--- src/rtl/tone_generator.sv ---
// tone_generator: divisor-driven square wave with PCM samples for the codec.
// Define TONE_RAMP_EN to add the FADING state and a 16-tick amplitude envelope.
module tone_generator #(
  parameter int DIV_W = 32,
  parameter int AMP_W = 16,
  parameter logic [AMP_W-1:0] AMPLITUDE = 16'h2000
) (
  input  logic             clk,
  input  logic             rst_n,
  input  logic [DIV_W-1:0] div_in,
  input  logic             enable,
  input  logic             sample_tick,
  output logic             square,
  output logic [AMP_W-1:0] audio_out,
  output logic             audio_valid,
  output logic             playing
);

`ifdef TONE_RAMP_EN
  typedef enum logic [1:0] {
    SILENT,
    PLAYING,
    FADING
  } state_t;
  localparam state_t STOP_TO = FADING;
`else
  typedef enum logic [0:0] {
    SILENT,
    PLAYING
  } state_t;
  localparam state_t STOP_TO = SILENT;
`endif

  state_t state, state_nxt;

  logic [DIV_W-1:0] cnt, cnt_nxt;
  logic [DIV_W-1:0] div_reg, div_nxt;
  logic [DIV_W-1:0] half;
  logic             start_ok;
  logic             wrap;
  logic [AMP_W-1:0] env_nxt;
  logic [AMP_W-1:0] sample;

  assign start_ok = enable && (div_in > DIV_W'(1));
  assign wrap     = (cnt == div_reg - DIV_W'(1));
  assign half     = div_reg >> 1;
  assign playing  = (state != SILENT);

`ifdef TONE_RAMP_EN
  localparam logic [AMP_W-1:0] STEP = AMPLITUDE >> 4;

  logic [AMP_W-1:0] env;
  logic [AMP_W-1:0] env_up;
  logic [AMP_W-1:0] env_dn;

  assign env_up = (env >= AMPLITUDE - STEP) ? AMPLITUDE
                                            : env + STEP;
  assign env_dn = (env <= STEP) ? '0 : env - STEP;

  always_comb begin
    env_nxt = env;
    if (sample_tick) begin
      unique case (state)
        PLAYING: env_nxt = env_up;
        FADING:  env_nxt = env_dn;
        default: env_nxt = env;
      endcase
    end
  end

  always_ff @(posedge clk or negedge rst_n) begin
    if (!rst_n) begin
      env <= '0;
    end else begin
      env <= env_nxt;
    end
  end
`else
  assign env_nxt = AMPLITUDE;
`endif

  // Divisor is only ever loaded from SILENT or at a wrap,
  // so a running period is never cut short.
  always_comb begin
    state_nxt = state;
    cnt_nxt   = cnt;
    div_nxt   = div_reg;
    unique case (state)
      SILENT: begin
        cnt_nxt = '0;
        if (start_ok) begin
          div_nxt   = div_in;
          state_nxt = PLAYING;
        end
      end
      PLAYING: begin
        cnt_nxt = cnt + DIV_W'(1);
        if (wrap) begin
          cnt_nxt = '0;
          if (start_ok) begin
            div_nxt = div_in;
          end else begin
            state_nxt = STOP_TO;
          end
        end
      end
`ifdef TONE_RAMP_EN
      FADING: begin
        cnt_nxt = cnt + DIV_W'(1);
        if (wrap) begin
          cnt_nxt = '0;
        end
        if (wrap && start_ok) begin
          div_nxt   = div_in;
          state_nxt = PLAYING;
        end else if (env_nxt == '0) begin
          cnt_nxt   = '0;
          state_nxt = SILENT;
        end
      end
`endif
      default: begin
        cnt_nxt   = '0;
        state_nxt = SILENT;
      end
    endcase
  end

  // Sign comes from the pre-edge square, so a tick on a wrap
  // edge still reports the half-period that just ended.
  always_comb begin
    sample = '0;
    if (state != SILENT) begin
      sample = square ? env_nxt : '0 - env_nxt;
    end
  end

  always_ff @(posedge clk or negedge rst_n) begin
    if (!rst_n) begin
      state       <= SILENT;
      cnt         <= '0;
      div_reg     <= '0;
      square      <= 1'b0;
      audio_out   <= '0;
      audio_valid <= 1'b0;
    end else begin
      state       <= state_nxt;
      cnt         <= cnt_nxt;
      div_reg     <= div_nxt;
      square      <= (state != SILENT) && (cnt < half);
      audio_valid <= sample_tick;
      if (sample_tick) begin
        audio_out <= sample;
      end
    end
  end

endmodule

--- config.mk ---
export PLATFORM = sky130hd
export DESIGN_NAME = tone_generator
export DESIGN_NICKNAME = d
export VERILOG_FILES = /design/src/rtl/tone_generator.sv
export SDC_FILE = /design/constraint.sdc
export NUM_CORES = 1
export LEC_CHECK = 0
export ABC_AREA = 1
export BUFFER_PORTS_ARGS = -buffer_cell sky130_fd_sc_hd__clkbuf_2
export CELL_PAD_IN_SITES_DETAIL_PLACEMENT = 0
export CELL_PAD_IN_SITES_GLOBAL_PLACEMENT = 2
export CORE_MARGIN = 2
export CORE_UTILIZATION = 36
export CTS_BUF_LIST = sky130_fd_sc_hd__clkbuf_8 sky130_fd_sc_hd__clkbuf_16
export DETAILED_ROUTE_END_ITERATION = 6
export GPL_ROUTABILITY_DRIVEN = 0
export PLACE_DENSITY = 0.88
export SLEW_MARGIN = 20
export SYNTH_ARGS = -nofsm -noshare
export SYNTH_HDL_FRONTEND = slang
export SYNTH_SLANG_ARGS = --single-unit
--- constraint.sdc ---
create_clock -name clk -period 3.95 [get_ports clk]
set_input_delay 0.1975 -clock clk [delete_from_list [all_inputs] [get_ports clk]]
set_output_delay 0.1975 -clock clk [all_outputs]
set_load 0.005 [all_outputs]
Word-level counts from Yosys, hierarchy flattened
Cells that the tools add are included.
W data, S select, Z words.
{"block": "word_totals", "word_cells": 25, "regBits": 83, "input_bits": 36}
{"block": "classes", "n_reduce_logical": 2, "n_eq_ne": 2, "magnitude_cmp": 2, "n_bitwise": 1, "n_addsub": 2, "n_mux": 10}
{"op": "$pmux W32 S2", "count": 2}
{"op": "$mux W32", "count": 3}
{"op": "$add A32 B1 Y32 const B", "count": 1}
{"op": "$eq A32 B32 Y1", "count": 1}
{"op": "$gt A32 B1 Y1 const B", "count": 1}
{"op": "$lt A32 B31 Y1", "count": 1}
{"op": "$mux W16", "count": 2}
{"op": "$sub A32 B1 Y32 const B", "count": 1}
{"op": "$logic_and A1 B1 Y1", "count": 2}
{"op": "$mux W1", "count": 2}
{"op": "$ne A2 B1 Y1 const B", "count": 1}
{"op": "$pmux W1 S2", "count": 1}
{"op": "$not A1 Y1", "count": 1}

Longest topological paths before layout
{"block": "logic_depth", "ltp_word": 5, "mapped_depth": 18, "depth_no_buf": 17}

Least setup slack after synthesis
No wires, ideal clock.
{"block": "synth_path", "path_type": "register -> register", "from": "reg div_reg[0]", "to": "reg div_reg[8]", "arrival_time_ns": 2.031, "setup_slack_ns": 1.802, "setup_time_ns": 0.117, "path_buffers": 1, "stages_incl_launch_ff": 17, "synth_period_minus_slack_ns": 2.148, "cell_sequence": "dfrtp_1 > inv_1 > ha_1 > nand2_2 > nor2_8 > nand2_2 > nor2_1 > nand3_1 > a21oi_1 > nand2_1 > nor2_1 > nand3_2 > nand2_4 > nand2_4 > buf_6 > nand2_1 > nand2_1"}
{"block": "synth_via", "elab_chain_cells": 3}
{"item": "start: declaration", "line": "37", "rtl": "logic [DIV_W-1:0] div_reg, div_nxt;"}
{"item": "start signal: assignment", "line": "149", "rtl": "div_reg <= div_nxt;"}
{"item": "$sub A32 B1 Y32", "line": "45", "rtl": "assign wrap = (cnt == div_reg - DIV_W'(1));"}
{"item": "$eq A32 B32 Y1", "line": "45"}
{"item": "$ne A2 B1 Y1 (no source line)"}
Every way passes these cells.
A chain may end at the register's enable or synchronous reset.

Final worst setup path
{"block": "layout_path", "from": "reg div_reg[6]", "to": "reg div_reg[11]"}
The elaborated chain is that of the path after synthesis.

==> results.txt <==
----------------------------------------------------
[Placed design]
  Post-placement setup slack ... 0.980 ns
  Number of buffers added on ports ... 41
  Detailed Place HPWL ... 12.1 mm
  Post-placement cell count ... 1000

[Clock tree]
  Insertion delay to the later sink of the worst-skew pair ... ~0.35 ns
  Worst-path clk slew ... 0.06 ns
  Clock Tree Root ... sky130_fd_sc_hd__clkbuf_16
  CTS tree ... done
  Clock Sinks ... 69
  Cts hold-fix bufs ... 2
  Maximum clock path buffer count ... 2
  Number of gates resized after CTS ... 0
  Number of buffers added by the clock tree synthesis step ... 9
  Post CTS Setup Buffer Count ... 0
  Maximum level of the CTS H-tree ... 3

[Floorplan]
  Starting density of the core ... 0.371
  Core area ... 14600 um^2
  Die outline area ... around 16000 um^2
  Number of top-level pins ... 55
  Die Span Y ... approximately 130 um
  Placement row count ... between 40 and 50
  Die width ... 127 um

[Timing]
  Fin crit share ... 0.758
  Headroom to the max-slew limit ... 0.463
  Number of hold-slack violations in the final timing report ... 0
  Count of endpoints failing setup in the final report ... 0
  Max-slew violations ... 0
  Transition time of the tightest slew-check pin ... 0.806 ns
  Max Clk Rate ... 334 MHz
  Setup clock skew after layout ... 0.0105 ns
  Setup repair after global routing missed its margin ... no
  Worst Setup Slack, final ... between 0.9 and 1 ns
  Time the worst path needs with I/O delays and setup ... roughly 3 ns
  TNS Setup ... 0 ns

[Yosys]
  Fraction of the yosys area taken by sequential cells ... 0.319
  Cell variety after synth ... 32
  Number of warning messages in the yosys log ... 0
  Mapped Avg Cell Area ... 6.86 um^2
  Number of cells produced by synthesis ... roughly 790
  Count of state elements after synthesis ... 69
  Area of the mapped netlist ... 5410 um^2

[Detailed routing]
  Total DRC errors in the routed layout ... 0
  Wire length reported by the detailed router ... 15.5 mm
  Per-cell routed wire length ... 15.2 um
  Via density per instance ... 4.90
  Number of violations reported at the end of detailed-routing iteration 0 ... 225
  Vias post-DR ... between 4k and 5k
  Routed Antenna Nets ... 0
  Number of detailed-routing iterations run before antenna repair ... 4

[Power and ir drop]
  Worst vdd rail ir drop ... 0.193 mV
  Total power ... 0.00167 W
  Total leakage power ... 3.31 nW
  Power per cell area ... 275 nW/um^2

[Setup path]
  Critical Path, Cell by Cell ... nor2_1 > nand2_1 > nor2_2 > nand2_1 > nand3_1 > nand2_1 > nor2_1 > nand3_1 > nor2_1 > nand3_2 > nand2_4 > buf_4 > nand3_1 > nand2_1
  Critical path data required time ... 4.23 ns
  Kind of start point of the critical path ... flip-flop
  Critical path's slowest cell ... sky130_fd_sc_hd__dfrtp_1
  Highest cell delay on the worst timing path ... 0.45 ns
  Arrival time reported for the critical path endpoint ... ~3.3 ns
  Max FO, Critical Path ... 32
  Combined buffer and inverter count along the critical path ... 1
  Path type of the worst setup path ... reg -> reg
  Kind of cell with the highest combined delay on the critical path ... simple AND/OR/NAND/NOR gates
  Most used cell along the critical path ... sky130_fd_sc_hd__nand2_1
  Nature of the critical path endpoint ... flip-flop

[Global route]
  Number of global-route vias before repair ... 4934
  Pin count of the biggest net entering global routing ... 39
  Global-route wire length before repair ... approximately 26 mm
  Total routing resource utilization after global routing ... 0.204
  Antenna violations before repair ... 0
  GR Overflow Total ... 0

[Finish]
  Count of antenna diodes in the layout ... 0
  Number of nets at the end of the flow ... ~900
  Final non-filler cell total ... a little over 1k
  Area growth from synthesis to layout ... 12.1%
  Fraction of final layout cells with drive strength greater than 1 ... 0.0947

[Hold path]
  Kind of path behind the tightest hold check ... in -> reg

[Flow run]
  Max-cap viol count ... 0

[Outcome]
  Outcome ... finished, final reports clean

----------------------------------------------------
-- final timing paths --
check / depth (start not counted) / to / slack [ns] / start
max in group asynchronous: 3 / cnt[10]$_DFF_PN0_ / 2.48 / rst_n
worst max-delay path: 14 / div_reg[11]$_DFFE_PN0P_ / 0.96 / div_reg[6]$_DFFE_PN0P_
worst max register to register: 14 / div_reg[11]$_DFFE_PN0P_ / 0.96 / div_reg[6]$_DFFE_PN0P_
worst min-delay path: 3 / div_reg[9]$_DFFE_PN0P_ / 0.09 / div_in[9]
worst min register to register: 2 / div_reg[1]$_DFFE_PN0P_ / 0.48 / div_reg[1]$_DFFE_PN0P_
min in group asynchronous: 2 / audio_out[14]$_DFFE_PN0P_ / 0.47 / rst_n
-- worst register-to-register path, delay by kind of cell (launching register included) --
| family | cells | cell delay (ns) |
|---|---|---|
| buf+inv | 1 | 0.45 |
| simple gates | 13 | 2.04 |
| flops | 1 | 0.45 |
-- power breakdown --
group	leakage, nW	switching [W]	internal [W]	total (W)
Sequential	0.936	0.00000104	0.000709	0.000710
Combinational	2.22	0.0000377	0.0000185	0.0000562
Clock	0.158	0.000334	0.000569	0.000903
-- area by class of cell --
| class | count | area (um^2) |
|---|---|---|
| repair buffers | 47 | 255 |
| flip-flops and latches | 69 | 1730 |
| clock buffers | 10 | 239 |
| fillers | 1541 | 8530 |
| inverters | 99 | 372 |
| clock inverters | 6 | 86.3 |
| multi-input cells | 603 | 3150 |
| well taps | 184 | 230 |
-- placed cells by master (no fill, tap or decap) --
| cell | count |
|---|---|
| sky130_fd_sc_hd__nand3b_1 | 4 |
| sky130_fd_sc_hd__ha_1 | 32 |
| sky130_fd_sc_hd__inv_2 | 3 |
| sky130_fd_sc_hd__clkinvlp_4 | 1 |
| sky130_fd_sc_hd__clkinv_2 | 2 |
| sky130_fd_sc_hd__inv_1 | 96 |
| sky130_fd_sc_hd__nor2_2 | 6 |
| sky130_fd_sc_hd__nand2_2 | 2 |
| sky130_fd_sc_hd__nand4_1 | 20 |
| sky130_fd_sc_hd__nand2_1 | 217 |
| sky130_fd_sc_hd__dlygate4sd3_1 | 2 |
| sky130_fd_sc_hd__buf_4 | 4 |
| sky130_fd_sc_hd__o21ai_0 | 17 |
| sky130_fd_sc_hd__conb_1 | 13 |
| sky130_fd_sc_hd__nor4_1 | 9 |
| sky130_fd_sc_hd__a31oi_1 | 2 |
| sky130_fd_sc_hd__nand3_2 | 1 |
| sky130_fd_sc_hd__nor2_4 | 2 |
| sky130_fd_sc_hd__clkbuf_2 | 40 |
| sky130_fd_sc_hd__clkinv_4 | 1 |
| sky130_fd_sc_hd__nor3_1 | 13 |
| sky130_fd_sc_hd__o22ai_1 | 1 |
| sky130_fd_sc_hd__nand3_1 | 71 |
| sky130_fd_sc_hd__a21o_1 | 1 |
| sky130_fd_sc_hd__xor2_1 | 31 |
| sky130_fd_sc_hd__nor2_1 | 112 |
| sky130_fd_sc_hd__dfrtp_1 | 69 |
| sky130_fd_sc_hd__clkbuf_16 | 9 |
| sky130_fd_sc_hd__nor3_2 | 1 |
| sky130_fd_sc_hd__a21oi_1 | 18 |
| sky130_fd_sc_hd__buf_2 | 1 |
| sky130_fd_sc_hd__xnor2_1 | 23 |
| sky130_fd_sc_hd__bufinv_16 | 2 |
| sky130_fd_sc_hd__nand2_4 | 2 |
| sky130_fd_sc_hd__o21bai_1 | 2 |
| sky130_fd_sc_hd__o21ai_1 | 2 |
| sky130_fd_sc_hd__nor2_8 | 1 |
| sky130_fd_sc_hd__clkbuf_8 | 1 |
-- through the flow --
stage / util / hold WS, ns / area, um^2
floorplan: - / -0.0981 / 5450
global placement: 0.392 / 0.305 / 5710
detailed placement: 0.392 / 0.321 / 5710
CTS: 0.415 / 0.0775 / 6060
global route: 0.415 / 0.0950 / 6060
finish: 0.415 / 0.0881 / 6060
-- routing by layer --
metal / wire length [um] / track usage / up-vias
li1: - / - / 2552
met1: 7840 / 0.289 / 2355
met2: 7020 / 0.321 / 73
met3: 370 / 0.0253 / 12
met4: 233 / 0.0730 / 0
met5: 0 / 0 / -
-- logic make-up (layout without fill, tap and decap cells) --
group,count (synthesis),count (layout),share of synthesized area
and+or+nand+nor,461,461,0.370
buffers and inverters,128,162,0.106
DFF,69,69,0.319
xor gates and xnor gates,54,54,0.0875
AOI/OAI and AO/OA,43,43,0.0419
adders and majority gates,32,32,0.0741
other,1,13,0.000694
-- cell usage after synthesis, drive strengths merged --
| cell | n | share of area |
|---|---|---|
| a21oi | 18 | 0.017 |
| clkbuf | 5 | 0.0035 |
| xnor2 | 23 | 0.037 |
| dfrtp | 69 | 0.32 |
| nor2 | 121 | 0.093 |
| o22ai | 1 | 0.0012 |
| ha | 32 | 0.074 |
| xor2 | 31 | 0.050 |
| o21bai | 2 | 0.0028 |
| nor3 | 14 | 0.014 |
| nand4 | 20 | 0.023 |
| a31oi | 2 | 0.0023 |
| conb | 1 | 0.00069 |
| inv | 99 | 0.069 |
| buf | 24 | 0.034 |
| nor4 | 9 | 0.010 |
| o21ai | 19 | 0.018 |
| a21o | 1 | 0.0014 |
| nand3 | 72 | 0.068 |
| nand3b | 4 | 0.0056 |
| nand2 | 221 | 0.16 |
Power figures use the tool's default switching activity.
